==> config.mk <==
export PLATFORM = sky130hd
export DESIGN_NAME = sha256_round_controller
export DESIGN_NICKNAME = d
export VERILOG_FILES = /design/src/rtl/sha256_round_controller.sv
export SDC_FILE = /design/constraint.sdc
export NUM_CORES = 1
export LEC_CHECK = 0
export CAP_MARGIN = 20
export CORE_AREA = 8 8 406 408
export DETAILED_ROUTE_END_ITERATION = 10
export DIE_AREA = 0 0 414 416
export SLEW_MARGIN = 20
export SYNTH_ARGS = -nofsm -noshare
export SYNTH_HDL_FRONTEND = slang
export SYNTH_SLANG_ARGS = --single-unit
==> constraint.sdc <==
create_clock -name clk -period 3.1 [get_ports clk]
set_input_delay 0.31 -clock clk [delete_from_list [all_inputs] [get_ports clk]]
set_output_delay 0.31 -clock clk [all_outputs]
set_load 0.005 [all_outputs]
==> src/rtl/sha256_round_controller.sv <==
// sha256_round_controller: block handshake and 64-round sequencing for the SHA-256 compression datapath
module sha256_round_controller (
  input  logic         clk,
  input  logic         reset,
  input  logic         blk_valid,
  output logic         blk_ready,
  input  logic [511:0] blk_data,
  input  logic         blk_first,
  input  logic         blk_last,
  output logic [511:0] sched_data,
  output logic         sched_init,
  output logic         h_load_iv,
  output logic         wv_load,
  output logic         round_en,
  output logic [5:0]   round_index,
  output logic         hash_update,
  output logic         digest_valid,
  output logic         busy,
  output logic [15:0]  block_count,
  output logic         err_no_first
);
  typedef enum logic [2:0] {IDLE, LOAD, ROUND, FINAL, DONE} state_t;
  state_t state;
  logic [5:0] cnt;
  logic first_q, last_q, msg_active;
  always_ff @(posedge clk) begin
    if (!reset) begin
      state        <= IDLE;
      cnt          <= '0;
      first_q      <= 1'b0;
      last_q       <= 1'b0;
      msg_active   <= 1'b0;
      sched_data   <= '0;
      block_count  <= '0;
      err_no_first <= 1'b0;
    end else begin
      case (state)
        IDLE: if (blk_valid) begin
          sched_data   <= blk_data;
          first_q      <= blk_first | ~msg_active;
          last_q       <= blk_last;
          msg_active   <= 1'b1;
          err_no_first <= blk_first ? 1'b0 : (msg_active ? err_no_first : 1'b1);
          state        <= LOAD;
        end
        LOAD: begin
          cnt   <= '0;
          state <= ROUND;
        end
        ROUND: begin
          cnt   <= cnt + 6'd1;
          state <= (cnt == 6'd63) ? FINAL : ROUND;
        end
        FINAL: begin
          block_count <= first_q ? 16'd1 : ((block_count == 16'hFFFF) ? block_count : block_count + 16'd1);
          msg_active  <= last_q ? 1'b0 : msg_active;
          state       <= last_q ? DONE : IDLE;
        end
        DONE: state <= IDLE;
        default: state <= IDLE;
      endcase
    end
  end
  assign blk_ready    = (state == IDLE) && reset;
  assign sched_init   = state == LOAD;
  assign wv_load      = state == LOAD;
  assign h_load_iv    = (state == LOAD) && first_q;
  assign round_en     = state == ROUND;
  assign round_index  = round_en ? cnt : 6'd0;
  assign hash_update  = state == FINAL;
  assign digest_valid = state == DONE;
  assign busy         = state != IDLE;
endmodule

Word-level counts from Yosys, hierarchy flattened
Cells that the tools add are included.
{"block": "totals", "in_bits": 517, "ff_bits": 541, "output_inout_bits": 543, "latch_bits": 0, "mem_count": 0, "word_cells": 45, "mem_bits_ro": 0, "mem_bits_rw": 0}
{"block": "op_classes", "n_bitwise": 2, "mux": 13, "n_reduce_logical": 10, "magnitude_cmp": 0, "eq_ne": 10, "div_mod_pow": 0, "shifts": 0, "mul": 0, "add_sub_neg": 2}
{"op": "$mux W16", "n": 2}
{"op": "$add A16 B1 Y16 const B", "n": 1}
{"op": "$eq A16 B16 Y1 const B", "n": 1}
{"op": "$pmux W3 S4", "n": 1}
{"op": "$pmux W6 S2", "n": 1}
{"op": "$add A6 B1 Y6 const B", "n": 1}
{"op": "$eq A3 B2 Y1 const B", "n": 2}
{"op": "$eq A6 B6 Y1 const B", "n": 1}
{"op": "$mux W3", "n": 2}
{"op": "$mux W6", "n": 1}
{"op": "$ne A2 B2 Y1 const B", "n": 3}
{"op": "$reduce_and A3 Y1", "n": 2}
{"op": "$mux W1", "n": 5}
{"op": "$reduce_and A2 Y1", "n": 2}
{"op": "$reduce_bool A2 Y1", "n": 2}
{"op": "$eq A3 B1 Y1 const B", "n": 1}
{"op": "$eq A3 B3 Y1 const B", "n": 1}
{"op": "$logic_not A3 Y1", "n": 1}
{"op": "$reduce_bool A3 Y1", "n": 1}
{"op": "$logic_and A1 B1 Y1", "n": 2}
{"op": "$ne A2 B1 Y1 const B", "n": 1}
{"op": "$pmux W1 S2", "n": 1}
{"op": "$not A1 Y1", "n": 1}
{"op": "$or A1 B1 Y1", "n": 1}

Longest topological paths before layout
Gate-level depths: netlist of the first run.
{"block": "logic_depth", "depth_word": 3, "ltp_mapped": 8, "depth_no_buf": 5}

Least setup slack after synthesis of the first run
No wires, ideal clock.
{"block": "synth_timing", "kind": "flip-flop to flip-flop", "startpoint": "reg block_count[0]", "endpoint": "reg block_count[1]", "path_buffers": 0, "required_ps": 3030, "stages_incl_launch_ff": 6, "arrival_ps": 1557, "path_slack_ps": 1472, "setup_ps": 70, "period_less_slack_ps": 1628, "cell_sequence": "dfxtp_1 -> ha_1 -> nand4_2 -> nor4_4 -> or4b_2 -> a21oi_1"}
{"block": "synth_between", "elab_chain_cells": 3, "elab_cells_between_ends": 6, "cone_classes": "add/sub: 1; eq/ne: 2; mux: 2; reduce/logical: 1"}
{"item": "from (decl)", "line_no": "19", "text": "output logic [15:0] block_count,"}
{"item": "from (signal assigned)", "line_no": "55", "text": "block_count <= first_q ? 16'd1 : ((block_count == 16'hFFFF) ? block_count : block_count + 16'd1);"}
{"item": "$add A16 B1 Y16 or $eq A16 B16 Y1 (tied branches)", "line_no": "55"}
{"item": "$mux W16 or $ne A2 B2 Y1 (tied branches)"}
{"item": "$mux W16 or $reduce_and A2 Y1 (tied branches)"}
Several ways; a longest one is shown, not always the timed one. The select of a mux whose other input is x is not followed.
A chain may end at the register's enable or synchronous reset.

Final worst setup path of the first run
{"block": "layout_timing", "startpoint": "reg state[1]", "endpoint": "out round_index[2]"}
{"block": "layout_between", "elab_chain_cells": 2}
{"item": "from (decl)", "line_no": "23", "text": "state_t state;"}
{"item": "from (signal assigned)", "line_no": "52", "text": "state <= (cnt == 6'd63) ? FINAL : ROUND;"}
{"item": "from (signal assigned)", "line_no": "57", "text": "state <= last_q ? DONE : IDLE;"}
{"item": "$eq A3 B2 Y1", "line_no": "68", "text": "assign round_en = state == ROUND;"}
{"item": "$mux W6", "line_no": "69", "text": "assign round_index = round_en ? cnt : 6'd0;"}
{"item": "to (decl)", "line_no": "15", "text": "output logic [5:0] round_index,"}
Every way passes these cells.

==> flow_summary.json, run 1 <==
{
  "grt_usage_pct": 14.7,
  "area_growth_pct": 80.2,
  "clk_latency_ns": 0.66,
  "status": "complete, no violations",
  "cp_top_family": "buffers and inverters",
  "vias": 21000,
  "detail-route-antenna-nets": 0,
  "coreArea_um2": 159000,
  "stdcell_area_um2": 34400,
  "synth_edf_count": 0,
  "ys_dominant_reg_cell": "dfxtp_1",
  "rr_startpoint": "state[0]",
  "place_ws_ns": 0.743,
  "critPathSlowestCell": "clkdlybuf4s50_1",
  "avgSynthCellArea_um2": 7.86,
  "gp_congestion": 0.905,
  "synth_area_leader_cell": "dfxtp_1",
  "cts_tree": "done",
  "min_to": "sched_data[482]",
  "route.detailed.drc": 0,
  "critPathRequiredTime_ns": 2.79,
  "dp_hpwl_mm": 112,
  "multi_input_area_um2": 7420,
  "total_power_mw": 19.6,
  "fp.dieArea_um2": 172000,
  "hp-class": "in -> reg",
  "cts_htree_levels": 3,
  "root_buffer": "clkbuf_16",
  "layout.cells.non_filler": 5566,
  "max_stage_delay_ns": 0.55,
  "finalSetupViolCount": 0,
  "holdPathStages": 3,
  "path_cells": "or3b_1 -> inv_1 -> and2_1 -> clkdlybuf4s50_1",
  "grt_overflow_total": 0,
  "antenna_found_initial": 45,
  "io_pins": 1060,
  "rrSetupSlack_ns": 0.98,
  "criticalPathCategory": "reg -> out",
  "clock.fmax_mhz": 345,
  "grt_pass1_vias": 20200,
  "die_w_um": 414,
  "routedWlPerCell_um": 24.1,
  "grt_first_pass_wirelength_mm": 178,
  "skew_ns": 0.0361,
  "vdd_ir_drop_max_mv": 0.429,
  "seq_area_um2": 10800,
  "syn-num-nets": 2945,
  "post-cts-setup-buffers": 0,
  "drtIter0Drc": 1554,
  "clkTransAtPathRegs_ns": 0.06,
  "finalCritPeriodShare_pct": 93.4,
  "ctsResizeCount": 0,
  "max_cap_violations": 0,
  "most-common-layout-cells": "clkdlybuf4s50_1, nand2_1, dfxtp_1",
  "top_layer": "met5",
  "wl_met2_mm": 67.0,
  "final_hold_viol_count": 0,
  "path_buf_inv": 2,
  "power_density_nw_per_um2": 571,
  "layout_commonest_cell": "clkdlybuf4s50_1",
  "grt_max_degree": 126,
  "wl_met3_mm": 13.2,
  "routed_via_density": 3.77,
  "hp-start": "blk_data[482]",
  "cp-end-kind": "primary output",
  "die_h_um": 416,
  "synth_area_um2": 19100,
  "wl_met1_mm": 51.3,
  "layout-drive-gt1-share_pct": 4.74,
  "ys_types": 51,
  "cts_buffers": 69,
  "drtPass1Iterations": 7,
  "p_leak_nw": 12.1,
  "rows": 147,
  "drv_slew": 0,
  "port_buffers": 1059,
  "syn_inst": 2426,
  "rsz0062_at_grt": "no",
  "crit_fanout": 11,
  "fin_crit_ns": 2.89,
  "clock_sinks": 541,
  "dpl_cell_area_um2": 32000,
  "synth_area_leaders": "dfxtp_1, nand2_1, a21oi_1, clkbuf_1, buf_2",
  "seq_area_frac_synth_pct": 56.8,
  "async_flop_share_pct": 0,
  "tightestPinTransition_ns": 0.886,
  "finalSetupTns_ns": 0,
  "yosysTopAreaCellShare_pct": 56.8,
  "start_util_pct": 12.0,
  "synth_seq_cells": 541,
  "reg2reg_to": "sched_data[313]",
  "arrival_ns": 2.58,
  "nets": 3931,
  "reg2reg_depth": 6,
  "max-slew-margin-rel_pct": 40.9,
  "cts.path.max_buffers": 3,
  "dpl.cell_count": 5427,
  "routed_wl_mm": 134,
  "yosys_warnings": 0,
  "fillers": 17600,
  "setup.worst_path.start_class": "flop",
  "cts_hold_buf": 0,
  "worst_slack_ns": 0.205
}
-- routing by layer --
layer	vias up	GRT usage, %
li1	9903	-
met1	10100	16.4
met2	815	25.9
met3	146	6.44
met4	46	3.33
met5	-	0
-- stage by stage --
stage	hold slack (ns)	util, %
6_report	0.194	21.6
5_1_grt	0.143	21.6
4_1_cts	0.107	21.6
3_5_place_dp	0.445	20.1
3_3_place_gp	0.441	20.1
2_1_floorplan	0.433	-
-- sequential cells by signal, indices dropped and copies added (netlist names) --
register / flops
last_q: 1
msg_active: 1
block_count: 16
state: 3
err_no_first: 1
cnt: 6
sched_data: 512
first_q: 1
-- report_power, final --
group	internal, mW	switching, mW
combinational	1.78	1.83
clock	4.76	3.51
sequential	7.45	0.295
total	14.0	5.64
-- worst max path at each step --
stage	startpoint	end	slack (ns)	depth (start not counted)
global route	state[1]	round_index[2]	0.02	4
detailed placement	blk_valid	sched_data[313]	0.74	6
CTS	state[1]	round_index[2]	0.13	4
finish	state[1]	round_index[2]	0.21	4
floorplan	block_count[0]	block_count[1]	1.47	5
global placement	blk_valid	sched_data[183]	0.77	6
-- area by class of cell --
cell class                 instances  area share [%]
clock buffer                      98            5.75
clock inverter                    24           0.954
inverter                           9           0.120
timing repair buffer            1101            32.4
sequential                       541            31.5
tap                             2086            7.60
multi-input combinational       1690            21.6
antenna                           17           0.124
-- cell usage after synthesis, drive strengths merged, types with 4 or more instances --
cell    number
and4         5
o21ai       12
o211ai       9
or3          4
nand3       11
nand2     1034
clkbuf     106
dfxtp      541
inv          8
buf         80
and2         9
nand3b       4
a21oi      526
nor2        20
nand4        7
nor4         6
-- worst min-delay path, stage by stage --
cell,delay [ns]
clkdlybuf4s50_1,0.39
nand2_1,0.05
a21oi_1,0.05
-- cells by family (layout without fill, tap and decap cells) --
group / after synthesis / count (layout) / synth area share (%)
other: 0 / 17 / 0
XOR/XNOR: 1 / 1 / 0.0459
AND/OR/NAND/NOR: 1119 / 1119 / 23.2
flip-flops: 541 / 541 / 56.8
AO/OA/AOI/OAI: 566 / 566 / 15.4
adder cells (fa/ha/maj): 2 / 2 / 0.131
buffers and inverters: 195 / 1232 / 4.38
multiplexers: 2 / 2 / 0.112
No activity file was read; power rests on OpenSTA's default activity.
==> run 2, diff against run 1 <==
--- a/config.mk
+++ b/config.mk
@@ -9,6 +9,7 @@
 export CORE_AREA = 8 8 406 408
 export DETAILED_ROUTE_END_ITERATION = 10
 export DIE_AREA = 0 0 414 416
+export REMOVE_ABC_BUFFERS = 1
 export SLEW_MARGIN = 20
 export SYNTH_ARGS = -nofsm -noshare
 export SYNTH_HDL_FRONTEND = slang
==> run 2 against run 1 <==
  * Via count fell by 0.31%
  * Clock-buffer cell count fell by 2
  * Hold slack got worse by 0.0085 ns
  * Clock skew fell by 0.0055 ns
  * Power rose by 0.60%
  * Critical path type unchanged
==> flow_summary.json, run 2 (same netlist as run 1, synthesis figures left out) <==
{
  "drtPass1Iterations": 5,
  "cts_htree_levels": 3,
  "p_leak_nw": 12.2,
  "cts_hold_buf": 0,
  "vdd_ir_drop_max_mv": 0.379,
  "skew_ns": 0.0306,
  "ctsResizeCount": 0,
  "coreArea_um2": 159000,
  "critPathRequiredTime_ns": 2.79,
  "rows": 147,
  "finalCritPeriodShare_pct": 91.7,
  "start_util_pct": 12.0,
  "hp-class": "in -> reg",
  "final_hold_viol_count": 0,
  "area_growth_pct": 80.6,
  "grt_first_pass_wirelength_mm": 173,
  "holdPathStages": 3,
  "cp-end-kind": "primary output",
  "io_pins": 1060,
  "layout_commonest_cell": "clkdlybuf4s50_1",
  "clock.fmax_mhz": 352,
  "layout.cells.non_filler": 5570,
  "setup.worst_path.start_class": "flop",
  "detail-route-antenna-nets": 0,
  "hp-start": "blk_data[447]",
  "clkTransAtPathRegs_ns": 0.07,
  "cts_buffers": 70,
  "criticalPathCategory": "reg -> out",
  "routedWlPerCell_um": 23.3,
  "fp.dieArea_um2": 172000,
  "die_w_um": 414,
  "arrival_ns": 2.53,
  "cts.path.max_buffers": 3,
  "routed_via_density": 3.76,
  "crit_fanout": 11,
  "die_h_um": 416,
  "fillers": 17600,
  "power_density_nw_per_um2": 573,
  "grt_overflow_total": 0,
  "tightestPinTransition_ns": 0.816,
  "clock_sinks": 541,
  "rsz0062_at_grt": "no",
  "grt_usage_pct": 14.2,
  "dp_hpwl_mm": 107,
  "max_flop_register": "sched_data",
  "clk_latency_ns": 0.67,
  "finalSetupViolCount": 0,
  "gp_congestion": 0.865,
  "grt_pass1_vias": 20300,
  "fin_crit_ns": 2.84,
  "cp-startpoint": "state[1]",
  "vias": 20900,
  "largest_register_ffs": 512,
  "antenna_found_initial": 96,
  "drtIter0Drc": 1437,
  "top_regs": "sched_data x512, block_count x16, cnt x6",
  "routed_wl_mm": 130,
  "dpl.cell_count": 5431,
  "root_buffer": "clkbuf_16",
  "max-slew-margin-rel_pct": 45.6,
  "layout-drive-gt1-share_pct": 4.96,
  "reg2reg_to": "block_count[13]",
  "drv_slew": 0,
  "route.detailed.drc": 0,
  "max_cap_violations": 0,
  "most-common-layout-cells": "clkdlybuf4s50_1, nand2_1, dfxtp_1",
  "rrSetupSlack_ns": 0.97,
  "nets": 3936,
  "port_buffers": 1059,
  "status": "complete, no violations",
  "cts_tree": "done",
  "reg2reg_depth": 5,
  "post-cts-setup-buffers": 0,
  "grt_max_degree": 138,
  "min_to": "sched_data[447]",
  "rr_startpoint": "block_count[0]",
  "finish.utilization_pct": 21.7
}
-- run 2: cell count changes in the layout (fill, tap and decap cells not counted), sizes merged --
cell,delta
bufinv,+4
buf,+4
clkinvlp,-2
clkbuf,-2
diode,-3
inv,+3
-- run 2: layout make-up --
type | count | area [um^2] | area share (%)
sequential | 541 | 10800 | 31.5
multi-input combinational | 1690 | 7420 | 21.5
antenna | 14 | 35.0 | 0.102
clock buffer | 96 | 1970 | 5.72
inverter | 9 | 41.3 | 0.120
tap | 2086 | 2610 | 7.58
timing repair buffer | 1105 | 11100 | 32.3
clock inverter | 29 | 398 | 1.16
-- run 2: where the power goes --
group          total (mW)  leakage [nW]  internal, mW  switching (mW)
clock network        8.53          1.16          5.07            3.47
registers            7.73          4.44          7.45           0.276
logic                3.47          6.55          1.78            1.69
total                19.7          12.2          14.3            5.43
-- run 2: worst max-delay path by stage --
stage               cells past startpoint              end  slack [ns]
floorplan                               3          first_q       -6.99
CTS                                     4   round_index[1]        0.17
finish                                  4   round_index[1]        0.26
detailed placement                      6   sched_data[48]        0.89
global placement                        6  sched_data[110]        0.91
global route                            4   round_index[0]        0.10
-- run 2: metal layers --
metal / global-route usage, % / wire length [um] / up-vias
met2: 25.4 / 65000 / 833
met3: 6.14 / 12300 / 223
met5: 0 / 282 / -
li1: - / - / 9900
met4: 3.02 / 2860 / 42
met1: 15.6 / 49300 / 9923
-- run 2: through the flow --
step / hold slack, ns / setup TNS (ns) / setup slack (ns) / cell area [um^2] / power [mW]
CTS: 0.0758 / 0 / 0.171 / 34400 / 20.1
global placement: 0.441 / 0 / 0.906 / 32000 / 11.4
global route: 0.121 / 0 / 0.102 / 34400 / 20.6
floorplan: 0.427 / -3438.65 / -6.99 / 18300 / 9.28
finish: 0.185 / 0 / 0.256 / 34400 / 19.7
detailed placement: 0.445 / 0 / 0.889 / 32000 / 11.4
-- run 2: critical path, cell delays in order, from the launching register on --
cell and delay, ns:
dfxtp_1 0.44, or3b_1 0.50, inv_1 0.26, and2_1 0.18, clkdlybuf4s50_1 0.50
